<file path="config.mk">
export PLATFORM = sky130hd
export DESIGN_NAME = ising_host_sequencer
export DESIGN_NICKNAME = d
export VERILOG_FILES = /design/src/rtl/ising_host_sequencer.sv
export SDC_FILE = /design/constraint.sdc
export NUM_CORES = 1
export LEC_CHECK = 0
export BUFFER_PORTS_ARGS = -buffer_cell sky130_fd_sc_hd__buf_4
export CAP_MARGIN = 10
export CORE_AREA = 2 2 262 264
export CTS_CLUSTER_SIZE = 16
export DETAILED_ROUTE_END_ITERATION = 8
export DIE_AREA = 0 0 264 266
export GPL_TIMING_DRIVEN = 0
export MAX_ROUTING_LAYER = met4
export PLACE_DENSITY_LB_ADDON = 0.3
export SYNTH_ARGS = -nofsm -noshare
export SYNTH_HDL_FRONTEND = slang
export SYNTH_SLANG_ARGS = --single-unit
</file>
<file path="constraint.sdc">
create_clock -name axi_clk -period 2.8 [get_ports axi_clk]
set_clock_uncertainty 0.1 [all_clocks]
set_input_delay 0.42 -clock axi_clk [delete_from_list [all_inputs] [get_ports axi_clk]]
set_output_delay 0.42 -clock axi_clk [all_outputs]
set_load 0.005 [all_outputs]
</file>
<file path="src/rtl/ising_host_sequencer.sv">
// Host-side sequencer for the Ising calculation block: streams weight rows onto WBL/WWL,
// starts annealing, collects the result over a synchronized done/done_ack handshake.
module ising_host_sequencer #(
  parameter int ARRAY_SIZE   = 50,
  parameter int WORD_WIDTH   = 4,
  parameter int ENERGY_WIDTH = 16,
  parameter int DATA_WIDTH   = 32
) (
  input  logic                             axi_clk,
  input  logic                             resetb,
  input  logic                             start,
  input  logic                             reuse_weights,
  input  logic [7:0]                       wl_pulse_cycles,
  input  logic [DATA_WIDTH-1:0]            timeout_cycles,
  input  logic                             row_valid,
  output logic                             row_ready,
  input  logic [ARRAY_SIZE*WORD_WIDTH-1:0] row_data,
  output logic [ARRAY_SIZE*WORD_WIDTH-1:0] WBL,
  output logic [ARRAY_SIZE-1:0]            WWL,
  output logic                             prog_done,
  input  logic                             done,
  output logic                             done_ack,
  input  logic [ENERGY_WIDTH-1:0]          best_hamiltonian,
  input  logic [ARRAY_SIZE-5:0]            best_spins,
  output logic                             result_valid,
  input  logic                             result_ready,
  output logic [ENERGY_WIDTH-1:0]          result_hamiltonian,
  output logic [ARRAY_SIZE-5:0]            result_spins,
  output logic                             result_timeout,
  output logic                             busy
);

  localparam int ROW_W = (ARRAY_SIZE > 1) ? $clog2(ARRAY_SIZE) : 1;
  localparam logic [ROW_W-1:0] LAST_ROW = ROW_W'(ARRAY_SIZE - 1);

  typedef enum logic [2:0] {
    IDLE     = 3'd0,
    ROW_WAIT = 3'd1,
    SETUP    = 3'd2,
    PULSE    = 3'd3,
    HOLD     = 3'd4,
    RUN      = 3'd5,
    ACK      = 3'd6,
    RESULT   = 3'd7
  } state_t;

  state_t                  state_r;
  state_t                  next_state_s;
  logic                    done_meta_r;
  logic                    done_s;
  logic [ROW_W-1:0]        row_r;
  logic [7:0]              pulse_cnt_r;
  logic [DATA_WIDTH-1:0]   run_cnt_r;
  logic                    loaded_r;
  logic                    timeout_hit_s;
  logic                    reuse_ok_s;
  logic [ARRAY_SIZE-1:0]   row_onehot_s;
  logic                    row_ready_nxt_s;
  logic                    prog_done_nxt_s;
  logic                    done_ack_nxt_s;
  logic                    result_valid_nxt_s;
  logic                    busy_nxt_s;
  logic [ARRAY_SIZE-1:0]   wwl_nxt_s;

  assign timeout_hit_s = (timeout_cycles != {DATA_WIDTH{1'b0}}) &&
                         (run_cnt_r == timeout_cycles - DATA_WIDTH'(1));
  assign reuse_ok_s    = reuse_weights && loaded_r;

  // Two-flop synchronizer for the DCO-domain done.
  always_ff @(posedge axi_clk or negedge resetb) begin
    if (!resetb) begin
      done_meta_r <= 1'b0;
      done_s      <= 1'b0;
    end else begin
      done_meta_r <= done;
      done_s      <= done_meta_r;
    end
  end

  // State register.
  always_ff @(posedge axi_clk or negedge resetb) begin
    if (!resetb) begin
      state_r <= IDLE;
    end else begin
      state_r <= next_state_s;
    end
  end

  // Next-state logic; done_s takes priority over the timeout in RUN.
  always_comb begin
    next_state_s = state_r;
    case (state_r)
      IDLE: begin
        if (start) begin
          if (reuse_ok_s) next_state_s = RUN;
          else            next_state_s = ROW_WAIT;
        end else begin
          next_state_s = IDLE;
        end
      end
      ROW_WAIT: begin
        if (row_valid) next_state_s = SETUP;
        else           next_state_s = ROW_WAIT;
      end
      SETUP: next_state_s = PULSE;
      PULSE: begin
        if (pulse_cnt_r == 8'd0) next_state_s = HOLD;
        else                     next_state_s = PULSE;
      end
      HOLD: begin
        if (row_r == LAST_ROW) next_state_s = RUN;
        else                   next_state_s = ROW_WAIT;
      end
      RUN: begin
        if (done_s)             next_state_s = ACK;
        else if (timeout_hit_s) next_state_s = RESULT;
        else                    next_state_s = RUN;
      end
      ACK: begin
        if (!done_s) next_state_s = RESULT;
        else         next_state_s = ACK;
      end
      RESULT: begin
        if (result_ready) next_state_s = IDLE;
        else              next_state_s = RESULT;
      end
      default: next_state_s = IDLE;
    endcase
  end

  // Output decode from the next state so every output leaves a flop aligned with its state.
  always_comb begin
    row_onehot_s       = {ARRAY_SIZE{1'b0}};
    row_onehot_s[row_r] = 1'b1;
    row_ready_nxt_s    = (next_state_s == ROW_WAIT);
    prog_done_nxt_s    = (next_state_s == RUN) || (next_state_s == ACK);
    done_ack_nxt_s     = (next_state_s == ACK);
    result_valid_nxt_s = (next_state_s == RESULT);
    busy_nxt_s         = (next_state_s != IDLE);
    if (next_state_s == PULSE) begin
      wwl_nxt_s = row_onehot_s;
    end else begin
      wwl_nxt_s = {ARRAY_SIZE{1'b0}};
    end
  end

  // Registered control outputs.
  always_ff @(posedge axi_clk or negedge resetb) begin
    if (!resetb) begin
      row_ready    <= 1'b0;
      prog_done    <= 1'b0;
      done_ack     <= 1'b0;
      result_valid <= 1'b0;
      busy         <= 1'b0;
      WWL          <= {ARRAY_SIZE{1'b0}};
    end else begin
      row_ready    <= row_ready_nxt_s;
      prog_done    <= prog_done_nxt_s;
      done_ack     <= done_ack_nxt_s;
      result_valid <= result_valid_nxt_s;
      busy         <= busy_nxt_s;
      WWL          <= wwl_nxt_s;
    end
  end

  // Datapath: row/pulse/run counters, loaded flag, bit lines and result capture.
  always_ff @(posedge axi_clk or negedge resetb) begin
    if (!resetb) begin
      row_r              <= {ROW_W{1'b0}};
      pulse_cnt_r        <= 8'd0;
      run_cnt_r          <= {DATA_WIDTH{1'b0}};
      loaded_r           <= 1'b0;
      WBL                <= {(ARRAY_SIZE*WORD_WIDTH){1'b0}};
      result_hamiltonian <= {ENERGY_WIDTH{1'b0}};
      result_spins       <= {(ARRAY_SIZE-4){1'b0}};
      result_timeout     <= 1'b0;
    end else begin
      case (state_r)
        IDLE: begin
          if (start) begin
            row_r          <= {ROW_W{1'b0}};
            run_cnt_r      <= {DATA_WIDTH{1'b0}};
            result_timeout <= 1'b0;
            if (!reuse_ok_s) loaded_r <= 1'b0;
          end
        end
        ROW_WAIT: begin
          if (row_valid) WBL <= row_data;
        end
        SETUP: begin
          // Pulse width sampled here; zero is treated as a single cycle.
          if (wl_pulse_cycles == 8'd0) pulse_cnt_r <= 8'd0;
          else                         pulse_cnt_r <= wl_pulse_cycles - 8'd1;
        end
        PULSE: begin
          if (pulse_cnt_r != 8'd0) pulse_cnt_r <= pulse_cnt_r - 8'd1;
        end
        HOLD: begin
          if (row_r == LAST_ROW) loaded_r <= 1'b1;
          else                   row_r    <= row_r + ROW_W'(1);
        end
        RUN: begin
          run_cnt_r <= run_cnt_r + DATA_WIDTH'(1);
          if (done_s) begin
            result_hamiltonian <= best_hamiltonian;
            result_spins       <= best_spins;
          end else if (timeout_hit_s) begin
            result_timeout     <= 1'b1;
            result_hamiltonian <= {ENERGY_WIDTH{1'b0}};
            result_spins       <= {(ARRAY_SIZE-4){1'b0}};
          end
        end
        default: ;
      endcase
    end
  end

endmodule

</file>
==> impl_table.tex <==
\begin{tabular}{lr}
\hline
Metric & Value \\
\hline
\multicolumn{2}{l}{\textbf{Route}} \\
\quad DRC violation total after the first TritonRoute iteration & 681 \\
\quad Routed vias & 13500 \\
\quad Count of antenna-violating nets left after detailed routing & 0 \\
\quad Per-cell via count in the routed design & 4.40 \\
\quad Length of the first detailed-routing pass in iterations & 7 \\
\quad Post-DR wirelength/cell & 17.9 um \\
\quad Routed wire length & 54.9 mm \\
\quad Number of design rule violations left after detail routing & 0 \\
\multicolumn{2}{l}{\textbf{Timing}} \\
\quad \# setup viols final & 0 \\
\quad Final sum of negative setup slack & 0 ns \\
\quad Time the final worst path needs with I/O delays and setup & 2.74 ns \\
\quad Highest achievable clock rate & 0.365 GHz \\
\quad Actual slew at the worst max-slew pin & 1.05 ns \\
\quad Hold violation count in the final report & 0 \\
\quad Max-slew headroom at the worst pin & 0.292 \\
\quad Max Transition Viols Final & 0 \\
\quad Fraction of the cycle the final worst path needs & 0.978 \\
\multicolumn{2}{l}{\textbf{Cells and area}} \\
\quad Filler cell count in the final layout & 6499 \\
\quad Area taken by multi-input logic gates & 6020 um\^{}2 \\
\quad Layout overhead on the synthesized area & 67.2\% \\
\quad Final nets & 2465 \\
\quad Top library cells by usage in the layout, fill and taps aside & sky130\_fd\_sc\_hd\_\_buf\_4 (634), sky130\_fd\_sc\_hd\_\_dfrtp\_1 (367), sky130\_fd\_sc\_hd\_\_dlygate4sd3\_1 (264) \\
\quad Post-layout instance area & 25800 um\^{}2 \\
\quad Combined flip-flop and latch cell area & 9260 um\^{}2 \\
\quad Most frequent standard cell in the layout excluding fill and tap cells & sky130\_fd\_sc\_hd\_\_buf\_4 \\
\quad Proportion of layout cells with a drive suffix above 1 & 0.451 \\
\multicolumn{2}{l}{\textbf{Pwr}} \\
\quad Cell area power density & 477 nW/um\^{}2 \\
\quad Reported net switching power & 0.00270 W \\
\quad Switching Share & 0.219 \\
\quad Reported leakage power & 12.8 nW \\
\quad Comb pwr share & 0.077 \\
\quad Internal Power & 0.00960 W \\
\quad Peak supply drop & 0.439 mV \\
\quad Clock network fraction of design power & 0.488 \\
\quad Sequential group share of total power & 0.435 \\
\multicolumn{2}{l}{\textbf{Critical path}} \\
\quad Largest fanout on the critical path & 10 \\
\quad Crit. End Element & flop \\
\quad Crit path arrival time & 3.06 ns \\
\quad Worst Path Class, Setup & primary input to flop \\
\quad Startpoint type of the worst setup path & primary input \\
\quad Critical path data required time & 3.12 ns \\
\multicolumn{2}{l}{\textbf{Floorplanning}} \\
\quad Initial cell density of the core & 0.228 \\
\quad Die outline width & 264 um \\
\quad Ports & 627 \\
\quad Placement Rows & 96 \\
\quad Area enclosed by the die boundary & 70200 um\^{}2 \\
\quad Height of the chip & 266 um \\
\quad Placeable core area & 67700 um\^{}2 \\
\multicolumn{2}{l}{\textbf{Clocking}} \\
\quad \# clock sinks & 370 \\
\quad Maximum level of the CTS H-tree & 2 \\
\quad Maximum buffer depth of the clock tree & 3 \\
\quad CTS buffer count & 44 \\
\quad Clk Tree Root Cell & sky130\_fd\_sc\_hd\_\_clkbuf\_16 \\
\quad Clock latency reported for the late side of the worst-skew pair & 0.57 ns \\
\quad Clock transition at the registers of the reported paths & 0.06 ns \\
\quad CTS tree & yes \\
\multicolumn{2}{l}{\textbf{Logic synthesis}} \\
\quad Number of flops mapped to enable cells by yosys & 0 \\
\quad Share of the synthesized area in the top cell type & 0.600 \\
\quad Cell variety after synth & 65 \\
\quad Mapped Cells & 1203 \\
\quad Net Count, Synth & 1518 \\
\quad Avg Synthesized Cell Area & 12.8 um\^{}2 \\
\quad Synth Cell Area & 15400 um\^{}2 \\
\quad Portion of the post-synthesis area used by sequential elements & 0.600 \\
\quad Number of warnings issued by yosys & 0 \\
\quad Dominant cell type by area after synthesis & sky130\_fd\_sc\_hd\_\_dfrtp\_1 \\
\quad Top cells by area in the synthesized netlist & sky130\_fd\_sc\_hd\_\_dfrtp\_1 (60\%), sky130\_fd\_sc\_hd\_\_mux2\_2 (15\%), sky130\_fd\_sc\_hd\_\_a22o\_1 (3.5\%) \\
\quad Leading register cell type out of synthesis & sky130\_fd\_sc\_hd\_\_dfrtp\_1 \\
\quad Proportion of synthesized flip-flops having asynchronous set or reset & 1.00 \\
\quad Flip-flop and latch count after synthesis & 370 \\
\multicolumn{2}{l}{\textbf{Global routing}} \\
\quad Number of global-route vias before repair & 14200 \\
\quad GRT Util Overall & 0.155 \\
\quad Leftover overflow at the end of global routing & 0 \\
\quad Initial antenna violation count & 5 \\
\quad Largest net degree at the start of global routing & 116 \\
\quad Global-route wire length before repair & 83.0 mm \\
\multicolumn{2}{l}{\textbf{Placement}} \\
\quad Half-perimeter wire length of the detailed placement result & 41.0 mm \\
\quad Post-Place Cell Area & 21400 um\^{}2 \\
\quad Routability Congestion & 0.844 \\
\quad Port bufs & 625 \\
\multicolumn{2}{l}{\textbf{Hold path}} \\
\quad Worst min-delay path class & primary input to flop \\
\multicolumn{2}{l}{\textbf{Flow run}} \\
\quad Max-cap viol count & 0 \\
\multicolumn{2}{l}{\textbf{Status}} \\
\quad Result of the run & finished clean \\
\hline
\end{tabular}
==> registers in the layout, summed over array words and instances, names as in the netlist <==
| signal | flops |
|---|---|
| result_valid | 1 |
| row_ready | 1 |
| busy | 1 |
| WBL | 200 |
| done_s | 1 |
| WWL | 50 |
| loaded_r | 1 |
| result_spins | 46 |
| run_cnt_r | 32 |
| row_r | 6 |
| done_meta_r | 1 |
| state_r | 3 |
| prog_done | 1 |
| result_hamiltonian | 16 |
| done_ack | 1 |
| result_timeout | 1 |
| pulse_cnt_r | 8 |
==> worst max-delay path, cell delays in order <==
cell and delay (ns):
sky130_fd_sc_hd__buf_4 0.14, sky130_fd_sc_hd__or2_2 0.32, sky130_fd_sc_hd__nand4b_4 0.27, sky130_fd_sc_hd__or4b_1 0.55, sky130_fd_sc_hd__o211ai_1 0.36, sky130_fd_sc_hd__nor4b_4 0.41, sky130_fd_sc_hd__nor2_1 0.09, sky130_fd_sc_hd__or4_4 0.49
==> kinds of logic after synthesis <==
logic type               share of synthesized area
AO/OA/AOI/OAI                               0.0823
flip-flops                                   0.600
AND/OR/NAND/NOR                              0.112
buffers and inverters                       0.0200
adder cells (fa/ha/maj)                    0.00487
multiplexers                                 0.158
XOR/XNOR                                    0.0227
==> final cells by class <==
type,instances,area share
well taps,882,0.0428
flip-flops and latches,370,0.359
diodes,2,0.000194
clock buffers,62,0.0496
repair buffers,904,0.292
multi-input cells,764,0.233
plain buffers,49,0.0103
clock inverters,17,0.00956
inverters,17,0.00247
==> power by group through the flow <==
stage | Combinational, W | Clock, W | Sequential, W
after floorplan | 0.000101 | 0 | 0.00545
after global placement | 0.000587 | 0 | 0.00545
after detailed placement | 0.000618 | 0 | 0.00545
after CTS | 0.000942 | 0.00623 | 0.00535
after global routing | 0.00102 | 0.00646 | 0.00535
final | 0.000943 | 0.00601 | 0.00535
==> per-layer routing <==
layer | GRT usage | part of all wire
met5 | - | 0
met2 | 0.258 | 0.50
met4 | 0.0533 | 0.032
met1 | 0.187 | 0.41
met3 | 0.0325 | 0.053
==> through the flow <==
stage / setup slack, ns / util / instances / hold WS, ns / power, W
floorplan: 0.0142 / - / 1203 / 0.0244 / 0.00555
global placement: -2.44 / 0.314 / 2710 / 0.239 / 0.00604
detailed placement: -1.09 / 0.315 / 2713 / 0.240 / 0.00607
CTS: 0.00762 / 0.379 / 3060 / 0.0392 / 0.0125
global route: -0.0225 / 0.381 / 3067 / 0.0450 / 0.0128
finish: 0.0621 / 0.381 / 3067 / 0.0914 / 0.0123
==> what timing repair did <==
action	CTS	global route
pin swaps	2	8
hold buffers	264	0
endpoints found under the hold margin	323	0
cloned	1	0
setup buffers	5	7
endpoints found under the setup margin	263	195
resized for setup	20	40
==> cell usage after synthesis, types with 3 or more instances <==
cell and instances:
sky130_fd_sc_hd__a31oi_1 5, sky130_fd_sc_hd__ha_1 6, sky130_fd_sc_hd__nand3_1 39, sky130_fd_sc_hd__buf_6 6, sky130_fd_sc_hd__mux2_2 201, sky130_fd_sc_hd__o22ai_1 3
sky130_fd_sc_hd__nand4_1 13, sky130_fd_sc_hd__nand4b_1 5, sky130_fd_sc_hd__xnor2_1 23, sky130_fd_sc_hd__a22o_1 62, sky130_fd_sc_hd__or2_2 4, sky130_fd_sc_hd__xor2_1 17
sky130_fd_sc_hd__o21ai_0 28, sky130_fd_sc_hd__nor2b_1 9, sky130_fd_sc_hd__and3_1 15, sky130_fd_sc_hd__nand2_1 62, sky130_fd_sc_hd__a211o_1 3, sky130_fd_sc_hd__o211ai_1 8
sky130_fd_sc_hd__o31ai_1 11, sky130_fd_sc_hd__dfrtp_1 370, sky130_fd_sc_hd__and4_1 3, sky130_fd_sc_hd__nor2_1 98, sky130_fd_sc_hd__a21oi_1 24, sky130_fd_sc_hd__nor3_1 20
sky130_fd_sc_hd__nand3b_1 7, sky130_fd_sc_hd__inv_1 17, sky130_fd_sc_hd__nand2b_1 5, sky130_fd_sc_hd__or4_1 4, sky130_fd_sc_hd__and2_1 3, sky130_fd_sc_hd__nor4bb_1 3
sky130_fd_sc_hd__clkbuf_1 44, sky130_fd_sc_hd__nor4b_1 3, sky130_fd_sc_hd__mux2i_1 17, sky130_fd_sc_hd__or3_1 11, sky130_fd_sc_hd__o31a_1 3, sky130_fd_sc_hd__a211oi_1 5
sky130_fd_sc_hd__nor4_1 12
==> final timing paths <==
check,from,end,slack [ns],cells past startpoint
worst max-delay path,timeout_cycles[6],prog_done,0.06,8
worst min-delay path,reuse_weights,state_r[2],0.09,2
worst max register to register,run_cnt_r[15],prog_done,0.09,9
worst min register to register,done_meta_r,done_s,0.25,0
max in group asynchronous,resetb,result_spins[42],0.87,4
min in group asynchronous,resetb,WBL[48],0.28,2
(Power assumes the default switching activity.)
